**config.mk**
```make
export PLATFORM = sky130hd
export DESIGN_NAME = tlb_op_ctrl
export DESIGN_NICKNAME = d
export VERILOG_FILES = /design/src/rtl/tlb_op_ctrl.sv
export SDC_FILE = /design/constraint.sdc
export NUM_CORES = 1
export LEC_CHECK = 0
export CORE_AREA = 8 8 105 107
export DETAILED_ROUTE_END_ITERATION = 6
export DIE_AREA = 0 0 113 115
export HOLD_SLACK_MARGIN = 0.05
export PLACE_DENSITY = 0.67
export SETUP_SLACK_MARGIN = 0.2
export SKIP_LAST_GASP = 1
export SLEW_MARGIN = 20
export SYNTH_ARGS = -nofsm -noshare
export SYNTH_HDL_FRONTEND = slang
export SYNTH_SLANG_ARGS = --single-unit
```
**constraint.sdc**
```tcl
create_clock -name clk -period 4.24 [get_ports clk]
set_input_delay 0.636 -clock clk [delete_from_list [all_inputs] [get_ports clk]]
set_output_delay 0.636 -clock clk [all_outputs]
set_load 0.005 [all_outputs]
```
**src/rtl/tlb_op_ctrl.sv**
```systemverilog
// CP0-side sequencer for TLBP/TLBR/TLBWI/TLBWR plus the Random/Wired registers.
// Optional macro TLB_OP_WIRED_EN implements a writable Wired register; otherwise Wired reads 0.
module tlb_op_ctrl #(
  parameter int TLB_ENTRIES = 8,
  parameter int IDX_W       = 3
) (
  input  logic             clk,
  input  logic             rst,
  input  logic             op_valid,
  input  logic [1:0]       op_code,
  input  logic             flush,
  output logic             op_ready,
  output logic             stall,
  output logic             done,
  input  logic [IDX_W-1:0] c0_Index,
  input  logic             wired_we,
  input  logic [IDX_W-1:0] wired_data,
  output logic [IDX_W-1:0] Random,
  output logic [IDX_W-1:0] Wired,
  output logic [IDX_W-1:0] tlb_index,
  output logic             tlbw,
  output logic             tlbp,
  input  logic [31:0]      tlb_Index,
  input  logic [31:0]      tlb_EntryHi,
  input  logic [31:0]      tlb_EntryLo0,
  input  logic [31:0]      tlb_EntryLo1,
  output logic             wb_index_we,
  output logic [31:0]      wb_index,
  output logic             wb_entry_we,
  output logic [31:0]      wb_EntryHi,
  output logic [31:0]      wb_EntryLo0,
  output logic [31:0]      wb_EntryLo1
);

  typedef enum logic [2:0] {
    S_IDLE, S_PROBE, S_PCAP, S_READ, S_WRITE, S_DONE
  } state_e;

  localparam logic [1:0]       OP_TLBP  = 2'b00;
  localparam logic [1:0]       OP_TLBR  = 2'b01;
  localparam logic [1:0]       OP_TLBWR = 2'b11;
  localparam logic [IDX_W-1:0] IDX_MAX  = IDX_W'(TLB_ENTRIES - 1);

  state_e           state_q, state_d;
  logic [IDX_W-1:0] idx_q, idx_d;
  logic [IDX_W-1:0] random_q, random_d;
  logic             accept;

  assign accept = op_valid & ~flush;

  // The op code is not kept separately: the post-accept state encodes it.
  always_comb begin
    state_d     = state_q;
    idx_d       = idx_q;
    op_ready    = 1'b0;
    stall       = 1'b1;
    done        = 1'b0;
    tlbw        = 1'b0;
    tlbp        = 1'b0;
    wb_index_we = 1'b0;
    wb_index    = '0;
    wb_entry_we = 1'b0;
    wb_EntryHi  = '0;
    wb_EntryLo0 = '0;
    wb_EntryLo1 = '0;
    tlb_index   = idx_q;
    unique case (state_q)
      S_IDLE: begin
        op_ready  = 1'b1;
        stall     = 1'b0;
        tlb_index = c0_Index;
        if (accept) begin
          idx_d = (op_code == OP_TLBWR) ? random_q : c0_Index;
          unique case (op_code)
            OP_TLBP: state_d = S_PROBE;
            OP_TLBR: state_d = S_READ;
            default: state_d = S_WRITE;
          endcase
        end
      end
      S_PROBE: begin
        tlbp    = 1'b1;
        state_d = S_PCAP;
      end
      S_PCAP: begin
        wb_index_we = 1'b1;
        wb_index    = tlb_Index;
        state_d     = S_DONE;
      end
      S_READ: begin
        wb_entry_we = 1'b1;
        wb_EntryHi  = tlb_EntryHi;
        wb_EntryLo0 = tlb_EntryLo0;
        wb_EntryLo1 = tlb_EntryLo1;
        state_d     = S_DONE;
      end
      S_WRITE: begin
        tlbw    = 1'b1;
        state_d = S_DONE;
      end
      S_DONE: begin
        done    = 1'b1;
        state_d = S_IDLE;
      end
      default: state_d = S_IDLE;
    endcase
  end

`ifdef TLB_OP_WIRED_EN
  logic [IDX_W-1:0] wired_q, wired_d;

  // Wired >= IDX_MAX naturally pins Random at IDX_MAX through the <= test.
  always_comb begin
    wired_d  = wired_q;
    random_d = (random_q <= wired_q) ? IDX_MAX : random_q - 1'b1;
    if (wired_we) begin
      wired_d  = wired_data;
      random_d = IDX_MAX;
    end
  end

  always_ff @(posedge clk or negedge rst) begin
    if (!rst) wired_q <= '0;
    else      wired_q <= wired_d;
  end

  assign Wired = wired_q;
`else
  logic unused_wired;
  assign unused_wired = ^{wired_we, wired_data};

  always_comb begin
    random_d = (random_q == '0) ? IDX_MAX : random_q - 1'b1;
  end

  assign Wired = '0;
`endif

  always_ff @(posedge clk or negedge rst) begin
    if (!rst) begin
      state_q  <= S_IDLE;
      idx_q    <= '0;
      random_q <= IDX_MAX;
    end else begin
      state_q  <= state_d;
      idx_q    <= idx_d;
      random_q <= random_d;
    end
  end

  assign Random = random_q;

endmodule

```
==> results.toml <==
[die]
design.core.area_um2 = 9460
die_area_um2 = 13000
die_w_um = 113
start_util = 0.151
rows = 36
num_io_pins = 285
die_h_um = 115

[sta]
finalSetupTns_ns = 0
drv_slew = 0
rsz0062_at_grt = "no"
final_hold_viol_count = 0
setup_viol = 0
fin_crit_sh = 0.740
relSlewSlack = 0.460
tightest_slew_ns = 0.809
fmax_ghz = 0.319
clock_skew_ns = 0.00150
min_period_ns = 3.14

[routing]
drc_errors = 0
wl_per_cell_um = 18.4
wl_um = 10600
avgViaCountPerCell = 3.96
ant_nets = 0
via_count = 2278
drtIter0Drc = 70
drt_first_pass_iters = 4

[pwr]
vdd_drop_max_mv = 0.171
cellLeakagePower_nw = 1.70
powerDensity_nw_per_um2 = 263

[synth]
synth-seq-area-share = 0.160
synthCells = 195
muxShareOfSynthArea = 0.0559
syn_avg_cell_area_um2 = 7.34
ys_types = 28
synthAdderAreaFrac = 0.0175
synthSimpleGateAreaFrac = 0.634
synth-xor-area-share = 0
synth_compound_area_frac = 0.0332
synth_seq_cells = 9
yosys_warnings = 0
synth_area_um2 = 1430
synth_top_family_by_area = "simple AND/OR/NAND/NOR gates"

[grt]
grt_pass1_wl_um = 14900
antenna_found_initial = 0
grt_pass1_vias = 2460
grt_max_degree = 41
gr-usage-all-layers = 0.148
grt-ovfl-total = 0

[final_layout]
diodes = 0
fin_nets = 605
syn_to_final_growth_pct = 201
finalNonFillerCells = 575
drive_gt1_frac = 0.0390

[cts]
clkLatencyLatePin_ns = 0.23
cts_tree = "yes"
ctsHtreeMaxLevel = 1
cts_sinks = 9
ctsResizeCount = 0
cts_max_path_buffers = 2
cts_inserted_buffers = 3
hold_buffers = 0
clkSlewWorstSetupHoldPaths_ns = 0.04
cts_setup_buffers = 0
cts-root-buf = "clkbuf_8"

[setup_path]
critPathKind = "flip-flop to output pin"
worstPathMaxFanout = 40
reg2reg_slack_ns = 2.80
startpoint = "state_q[2]"
worstPathRequired_ns = 3.60
reg2regPathDepth = 3
end_kind = "output pin"
reg2reg_from = "state_q[1]"
cp-start-kind = "flip-flop"
arrival_ns = 2.50

[placed_design]
dp.cells = 571
hpwl_um = 9440
gp_congestion = 0.826
port_buffers = 277

[min_path]
hold_path_class = "flip-flop to flip-flop"
hold_depth = 1
min-delay-start = "Random[0]"

[job]
cap_violations = 0

[run_status]
status = "finished clean"
## synthesized netlist by cell type (all sizes together)
cell    instances  area share
dfstp           3       0.055
nand2           2      0.0070
inv             7       0.018
clkbuf         10       0.029
o31ai           2       0.010
nor3            3       0.018
a21oi           4       0.014
mux2i           2       0.014
nor2b           1      0.0044
and2          128        0.56
a31oi           2      0.0087
nand2b          2       0.014
nor3b           3       0.016
buf             9       0.050
ha              2       0.017
nor2            3       0.015
dfrtp           6        0.10
mux2            5       0.042
conb            1      0.0026
## critical path: stages (launching register included)
cell	delay (ns)
dfrtp_1	0.47
nand2b_4	0.21
nor2_4	0.41
buf_4	0.38
and2_1	0.24
clkdlybuf4s50_1	0.54
## cells by family after synthesis
family | after synthesis
other | 1
flip-flops | 9
buffers and inverters | 26
multiplexers | 7
AO/OA/AOI/OAI | 8
adder cells (fa/ha/maj) | 2
AND/OR/NAND/NOR | 142
## cell type report
type	count	area, um^2
multi-input combinational	162	1070
fill	935	5160
timing repair buffer	279	2790
clock buffer	4	45.0
sequential	9	229
tap	114	143
inverter	7	26.3
## layer usage
metal  part of all wire  vias to the layer above  track usage
met5                  0                        -            0
met4             0.0054                        0       0.0240
met3               0.12                        4       0.0651
met2               0.49                      161        0.268
met1               0.39                      996        0.158
li1                   -                     1117            -
## state kept, by name, summed over array words and instances (netlist names)
name and cells:
idx_q 3, Random 3, state_q 3
## metrics by stage
stage / instance area, um^2 / setup WS, ns / power, W / util / hold slack, ns
6_report: 4300 / 1.10 / 0.00113 / 0.455 / 0.479
5_1_grt: 4300 / 0.842 / 0.00122 / 0.455 / 0.508
4_1_cts: 4300 / 1.02 / 0.00116 / 0.455 / 0.487
3_5_place_dp: 4260 / 1.29 / 0.00105 / 0.450 / 0.476
3_3_place_gp: 4260 / 1.35 / 0.00104 / 0.450 / 0.467
2_1_floorplan: 1440 / 2.39 / 0.000490 / - / 0.340
## path summary, 6_finish.rpt
kind                                  endpoint
min in group asynchronous             idx_q[1]
worst max-delay path            wb_EntryLo1[0]
max in group asynchronous            Random[0]
worst min register to register       Random[0]
worst min-delay path                 Random[0]
worst max register to register        idx_q[1]
## cells in the final DEF, fill, tap and decap left out, types with 3 or more instances in the layout
master           Yosys  final
dfrtp_1              6      6
clkdlybuf4s50_1      0    277
clkbuf_8             0      3
conb_1               1      3
inv_1                7      7
a21oi_1              4      4
dfstp_2              3      3
mux2_2               4      4
nor3b_1              3      3
and2_1             128    128
## power breakdown
part	switching, W	internal (W)	leakage, nW
sequential	0.0000447	0.000114	0.103
clock	0.0000315	0.0000653	0.0228
combinational	0.000301	0.000574	1.57
Power figures use the tool's default switching activity.
